`src/rtl/div_iter.sv`:
```
`default_nettype none
// ============================================================================
//  Module   : div_iter
//  Purpose  : Iterative restoring divider for the EX stage (DIV / DIVU).
//             Performs one restoring step per clock and returns
//             {remainder, quotient} for the HI/LO write. While a divide is
//             in flight, stallreq_o holds the front of the pipeline.
//  Ports    : clk, rst          - clock, synchronous active-high reset
//             start_i           - divide request, held until ready_o
//             signed_i          - 1 = DIV (two's complement), 0 = DIVU
//             opdata1_i/2_i     - dividend / divisor
//             annul_i           - cancel the operation in flight
//             result_o          - {remainder, quotient}
//             ready_o           - result_o valid
//             stallreq_o        - start_i & ~ready_o & ~annul_i
//  Revision : 1.0 - initial release
// ============================================================================
module div_iter #(
  parameter int DATA_W = 32
) (
  input  logic                clk,
  input  logic                rst,
  input  logic                start_i,
  input  logic                signed_i,
  input  logic [DATA_W-1:0]   opdata1_i,
  input  logic [DATA_W-1:0]   opdata2_i,
  input  logic                annul_i,
  output logic [2*DATA_W-1:0] result_o,
  output logic                ready_o,
  output logic                stallreq_o
);

  localparam logic [5:0] CNT_LAST = 6'(DATA_W);

  typedef enum logic [1:0] {
    S_IDLE    = 2'd0,
    S_DIVZERO = 2'd1,
    S_ON      = 2'd2,
    S_END     = 2'd3
  } state_t;

  state_t                state_q, state_d;
  logic [5:0]            cnt_q, cnt_d;
  // {partial remainder (W+1 bits), dividend bits shifting out / quotient bits shifting in}
  logic [2*DATA_W:0]     work_q, work_d;
  logic [DATA_W-1:0]     dvsr_q, dvsr_d;
  logic                  qsign_q, qsign_d;
  logic                  rsign_q, rsign_d;
  logic [2*DATA_W-1:0]   result_q, result_d;
  logic                  ready_q, ready_d;

  // Operand magnitudes, negated only for signed negative operands.
  logic                  neg1, neg2;
  logic [DATA_W-1:0]     abs1, abs2;
  assign neg1 = signed_i & opdata1_i[DATA_W-1];
  assign neg2 = signed_i & opdata2_i[DATA_W-1];
  assign abs1 = neg1 ? (~opdata1_i + 1'b1) : opdata1_i;
  assign abs2 = neg2 ? (~opdata2_i + 1'b1) : opdata2_i;

  // One restoring step: shift left, then trial-subtract the divisor from the
  // upper W+1 bits. The extra MSB of the trial is its sign.
  logic [2*DATA_W:0]     shifted;
  logic [DATA_W+1:0]     trial;
  assign shifted = work_q << 1;
  assign trial   = {1'b0, shifted[2*DATA_W:DATA_W]} - {2'b00, dvsr_q};

  // Sign fix-up of the finished magnitudes.
  logic [DATA_W-1:0]     quo_mag, rem_mag, quo_fix, rem_fix;
  assign quo_mag = work_q[DATA_W-1:0];
  assign rem_mag = work_q[2*DATA_W-1:DATA_W];
  assign quo_fix = qsign_q ? (~quo_mag + 1'b1) : quo_mag;
  assign rem_fix = rsign_q ? (~rem_mag + 1'b1) : rem_mag;

  always_comb begin
    state_d  = state_q;
    cnt_d    = cnt_q;
    work_d   = work_q;
    dvsr_d   = dvsr_q;
    qsign_d  = qsign_q;
    rsign_d  = rsign_q;
    result_d = result_q;
    ready_d  = ready_q;

    if (annul_i) begin
      // Annul beats start in every state; no result is produced.
      state_d = S_IDLE;
      ready_d = 1'b0;
      cnt_d   = 6'd0;
    end else begin
      unique case (state_q)
        S_IDLE: begin
          if (start_i) begin
            if (opdata2_i == '0) begin
              state_d = S_DIVZERO;
            end else begin
              work_d  = {{(DATA_W+1){1'b0}}, abs1};
              dvsr_d  = abs2;
              qsign_d = neg1 ^ neg2;
              rsign_d = neg1;
              cnt_d   = 6'd0;
              state_d = S_ON;
            end
          end
        end
        S_DIVZERO: begin
          result_d = '0;
          ready_d  = 1'b1;
          state_d  = S_END;
        end
        S_ON: begin
          if (cnt_q < CNT_LAST) begin
            if (!trial[DATA_W+1]) begin
              work_d = {trial[DATA_W:0], shifted[DATA_W-1:1], 1'b1};
            end else begin
              work_d = {shifted[2*DATA_W:1], 1'b0};
            end
            cnt_d = cnt_q + 6'd1;
          end else begin
            result_d = {rem_fix, quo_fix};
            ready_d  = 1'b1;
            state_d  = S_END;
          end
        end
        S_END: begin
          // Hold the result while EX is frozen with start_i still high.
          if (!start_i) begin
            ready_d = 1'b0;
            state_d = S_IDLE;
          end
        end
        default: state_d = S_IDLE;
      endcase
    end
  end

  always_ff @(posedge clk) begin
    if (rst) begin
      state_q  <= S_IDLE;
      cnt_q    <= 6'd0;
      work_q   <= '0;
      dvsr_q   <= '0;
      qsign_q  <= 1'b0;
      rsign_q  <= 1'b0;
      result_q <= '0;
      ready_q  <= 1'b0;
    end else begin
      state_q  <= state_d;
      cnt_q    <= cnt_d;
      work_q   <= work_d;
      dvsr_q   <= dvsr_d;
      qsign_q  <= qsign_d;
      rsign_q  <= rsign_d;
      result_q <= result_d;
      ready_q  <= ready_d;
    end
  end

  assign result_o   = result_q;
  assign ready_o    = ready_q;
  assign stallreq_o = start_i & ~ready_q & ~annul_i;

endmodule
`default_nettype wire

```
`config.mk`:
```
export PLATFORM = sky130hd
export DESIGN_NAME = div_iter
export DESIGN_NICKNAME = d
export VERILOG_FILES = /design/src/rtl/div_iter.sv
export SDC_FILE = /design/constraint.sdc
export NUM_CORES = 1
export LEC_CHECK = 0
export CAP_MARGIN = 10
export CORE_MARGIN = 4
export CORE_UTILIZATION = 50
export DETAILED_ROUTE_END_ITERATION = 8
export HOLD_SLACK_MARGIN = 0.03
export PLACE_DENSITY = 0.79
export SKIP_LAST_GASP = 1
export SLEW_MARGIN = 20
export SYNTH_ARGS = -nofsm -noshare
export SYNTH_HDL_FRONTEND = slang
export SYNTH_SLANG_ARGS = --single-unit
```
`constraint.sdc`:
```
create_clock -name clk -period 3 [get_ports clk]
set_clock_uncertainty 0.1 [all_clocks]
set_input_delay 0.6 -clock clk [delete_from_list [all_inputs] [get_ports clk]]
set_output_delay 0.6 -clock clk [all_outputs]
set_load 0.02 [all_outputs]
```
Yosys cells after proc, flatten, opt, wreduce, memory -nomap -nowiden
Index checks and enable logic that the tools add are counted.

word-level totals
  bits in registers = 171
  input port bits = 69
  output and inout bits = 66
  word-level logic and storage cells = 70

operators by class
  add/sub/neg operators = 6
  order comparisons = 1
  equality and inequality tests = 8
  multiplexer cells = 23
  bitwise operators = 12
  reductions and logical operators = 12

operators with widths
  operator                                           count
  2-to-1 mux 64 bit                                  5
  one-hot mux 64 bit (2 select lines)                2
  adder 32 x 1 -> 32 bit, second input constant      4
  2-to-1 mux 32 bit                                  4
  inverter 32 bit                                    4
  subtractor 33 x 32 -> 34 bit                       1
  logical NOT 32 bit                                 1
  2-to-1 mux 6 bit                                   3
  one-hot mux 6 bit (2 select lines)                 1
  inequality test 2 bit, second input constant       5
  AND reduction 3 bit                                3
  2-to-1 mux 2 bit                                   4
  one-hot mux 2 bit (4 select lines)                 1
  AND reduction 4 bit                                2
  adder 6 x 1 -> 6 bit, second input constant        1
  less-than comparator 6 bit, second input constant  1
  AND reduction 5 bit                                1
  bitwise AND 1 bit                                  4
  == test 2 bit, second input constant               2
  nonzero test 2 bit                                 2
  inverter 1 bit                                     3
  one-hot mux 1 bit (3 select lines)                 1
  nonzero test 3 bit                                 1
  == test 2 x 1 -> 1 bit, second input constant      1
  4 further kinds                                    5

Longest topological paths before layout
  depth in word-level cells = 6
  gate-level depth with buffers = 13
  mapped depth without buffers = 12

Worst setup path before layout
Ideal clock, no wire load.

  kind = input port to flip-flop
  start = in opdata2_i[7]
  end = reg work_q[49]
  library setup time = 0.122 ns
  data arrival time = 2.623 ns
  data required time = 2.778 ns
  path slack = 0.155 ns
  stages = 9
  path buffers = 2
  cell sequence = or4_1 -> nor3_4 -> and4_1 -> buf_4 -> a31oi_4 -> and3_1 -> clkbuf_1 -> and3_1 -> a221o_1

between the ends
  cells in the longest elaborated chain, start to end = 3

ends and longest elaborated chain
  what                                    RTL line  RTL
  start: declaration                      26        input logic [DATA_W-1:0] opdata2_i,
  logical NOT 32 bit                      93        if (opdata2_i == '0) begin
  inequality test 2 bit (no source line)  n/a
  AND reduction 5 bit (no source line)    n/a
  end signal: assignment                  149       work_q <= work_d;
  end: declaration                        45        logic [2*DATA_W:0] work_q, work_d;

Every way passes these cells.
A chain may end at the register's enable or synchronous reset.

Worst setup path after layout
  start = reg dvsr_q[6]
  end = reg work_q[38]

between the ends
  cells in the longest elaborated chain, start to end = 4

ends and longest elaborated chain
  what                                 RTL line  RTL
  start: declaration                   46        logic [DATA_W-1:0] dvsr_q, dvsr_d;
  start signal: assignment             150       dvsr_q <= dvsr_d;
  subtractor 33 x 32 -> 34 bit         65        assign trial = {1'b0, shifted[2*DATA_W:DATA_W]} - {2'b00, dvsr_q};
  2-to-1 mux 64 bit                    112       if (!trial[DATA_W+1]) begin
  2-to-1 mux 64 bit                    111       if (cnt_q < CNT_LAST) begin
  one-hot mux 64 bit (2 select lines)  90        unique case (state_q)

Every way passes these cells. The select of a mux whose other input is x is not followed.

==> run metrics <==
status=finished clean; Max-slew headroom=31.6%; sequential area share after synthesis=31.2%; wire length per cell=15.8 um; post-synthesis cell type count=77; Die H=156 um; share of flip-flops with an asynchronous set or reset=0%; die area=24400 um^2; PwrDens=420 nW/um^2; Worst path depth=11; aggregate global-route resource usage=24.5%; Synth warnings=0; hold depth=2; Yosys top cell area share=31.2%; Max Buffers Root-to-Sink=2; Hold Vio Cnt, Final=0; Most used DFF post-synth=dfxtp_1; Hold Slack=0.352 ns; Final nets=1760; Top delay family on crit path=compound AO/OA/AOI/OAI gates; fin util=66.3%; Slowest cell on crit path=or3_1; synthesized cell area=11000 um^2; crit path cell chain=inv_1 > ha_1 > a21o_1 > or3_1 > o2111ai_2 > o311ai_4 > o211ai_1 > a21o_2 > buf_12 > nand3_1 > o311ai_1; htree depth=4; Seq pwr share=40.9%; final setup violation count=0; post-synth net total=1556; hold_buf cts=0; Sw Ratio=31.4%; Post-Syn Area per Cell=7.60 um^2; Routed WL=30.6 mm; Comb pwr share=22.0%; dominant cell type by area after synthesis=dfxtp_1; pin count of the biggest net entering global routing=76; Slowest Stage Delay on Critical Path=0.36 ns; first-pass GRT wire length=49.9 mm; WP data arrival=3.11 ns; die span in x=156 um; antenna violations before repair=0; clock power share=37.1%; core area=21300 um^2; largest cells by area after synthesis=dfxtp_1 31%, xnor2_1 7.2%, nand2_1 6.8%, nor2_1 4.7%, ha_1 4.7%; clock tree from TritonCTS=done; Post-synth EDFFs=0; Worst-Margin Slew=1.02 ns; leak pwr=0.00547 uW; layout overhead on the synthesized area=28.5%; fmax=347 MHz; Setup CP Type=flip-flop to flip-flop; hpwl dp=23.6 mm; WP buf/inv=2; cell row count=53; vias in the first global route=10200; Clock Tree Root=clkbuf_16; Critical Path RT=3.23 ns; clock buffer count from CTS=17; max-cap violations=0; clock sink count=171; count leader, synth=nand2_1; I/O pin count=135; crit path time final=2.88 ns; initial detailed-routing violation count=898; unrepaired setup endpoints after global routing=yes; reg2reg path depth=11; Routed Antenna Nets=0; total grt overflow=0; layout cell share with drive strength beyond 1=12.9%; Register-to-Register Setup Slack=0.12 ns; CP max FO=14; worst-skew pair later-pin latency=0.44 ns; Clock transition at path regs=0.08 ns; synthesis-stage register bit count=171; Via Count=11129; Final Max Tran Viols=0; CP endpoint kind=flip-flop; Worst VDD drop=0.304 mV; Net Switching=1860 uW; Final Cycle Share=96.0%; Hold WC Path Type=flip-flop to flip-flop; Vias per Instance=5.75; Port Buffers=134; Worst Setup Start Kind=flip-flop; Internal=4070 uW; Final GP Congestion=0.949; top cells by count, synth=198 x nand2_1, 171 x dfxtp_1, 138 x nor2_1; Starting Density=51.6%; drt drc=0; TritonRoute pass-1 iters=5; cells after synthesis=1445; Ant. Diodes=0
[tightest hold or removal path, stage by stage, from the launching register on]
cell,delay (ns)
dfxtp_1,0.31
nand2_1,0.05
o21ai_1,0.05
[per-stage QoR]
stage	setup WS [ns]	cell area, um^2	TNS, ns	power, uW	cells
after floorplan	0.155	11000	0	3270	1445
after global placement	-0.283	13400	-10.45	3720	1903
after detailed placement	-0.340	13400	-14.29	3740	1903
after CTS	0.0701	14000	0	5920	1935
after global routing	-0.0325	14100	-0.0376	6170	1937
final	0.121	14100	0	5930	1937
[final timing paths]
kind | end | startpoint
worst max register to register | work_q[38]$_SDFFE_PP0P_ | dvsr_q[6]$_SDFFE_PP0P_
worst max-delay path | work_q[38]$_SDFFE_PP0P_ | dvsr_q[6]$_SDFFE_PP0P_
worst min register to register | result_o[27]$_SDFFE_PP0P_ | result_o[27]$_SDFFE_PP0P_
worst min-delay path | result_o[27]$_SDFFE_PP0P_ | result_o[27]$_SDFFE_PP0P_
[power groups by stage]
stage               Sequential (uW)  Clock (uW)  Combinational [uW]
global placement               2470           0                1240
finish                         2430        2200                1300
CTS                            2420        2220                1280
global route                   2440        2300                1430
detailed placement             2480           0                1270
floorplan                      2450           0                 819
[placed cells by master (no fill, tap or decap), types with 5 or more instances in the layout]
cell,n
mux2i_1,5
xnor2_1,90
o31ai_1,31
inv_6,5
nand3b_1,6
a21oi_1,91
or3_1,8
nor4_1,12
inv_1,55
nand2_1,198
xor2_1,58
and3_1,7
or4_1,9
clkdlybuf4s50_1,133
o21a_1,6
nand2b_1,18
nor2b_1,7
buf_4,135
a211oi_1,32
o21ai_1,24
dfxtp_1,170
a32oi_1,10
o41ai_1,16
a21o_1,10
nand3_1,76
nor3_1,27
o21ai_0,78
ha_1,39
a31oi_1,8
o211ai_1,11
buf_12,7
nor2_1,137
nand4_1,7
o21bai_1,5
clkbuf_16,18
a22oi_1,30
[flip-flops by register name (all words and copies together), names as in the netlist]
signal    count
cnt_q         6
dvsr_q       32
qsign_q       1
ready_o       1
result_o     64
rsign_q       1
state_q       2
work_q       64
[kinds of logic after synthesis]
kind of cell / Yosys count / share of synthesized area [%]
muxes: 5 / 0.456
adders and majority gates: 42 / 4.85
AOI/OAI and AO/OA: 386 / 22.7
and+or+nand+nor: 546 / 23.6
xor gates and xnor gates: 148 / 11.8
buffers and inverters: 147 / 5.44
DFF: 171 / 31.2
[routing by layer]
layer  wire length, um  up-vias  global-route usage, %
li1                  -     5531                      -
met1             14100     5139                   35.2
met2             13300      412                   37.8
met3              2570       47                   4.29
met4               574        0                   7.11
met5                 0        -                      0
[layout make-up]
type                       count  area [um^2]
clock inverter                14          144
timing repair buffer         277         2520
fill                        1788         7170
inverter                      55          206
sequential                   171         3420
clock buffer                  18          439
multi-input combinational   1127         7040
tap                          275          344
[timing repair]
action | CTS | global route
gates resized for setup | 2 | 11
buffers inserted | 0 | 1
setup endpoints to repair | 2 | 41
gates cloned | 0 | 1
pin swaps | 0 | 8
Power figures use the tool's default switching activity.
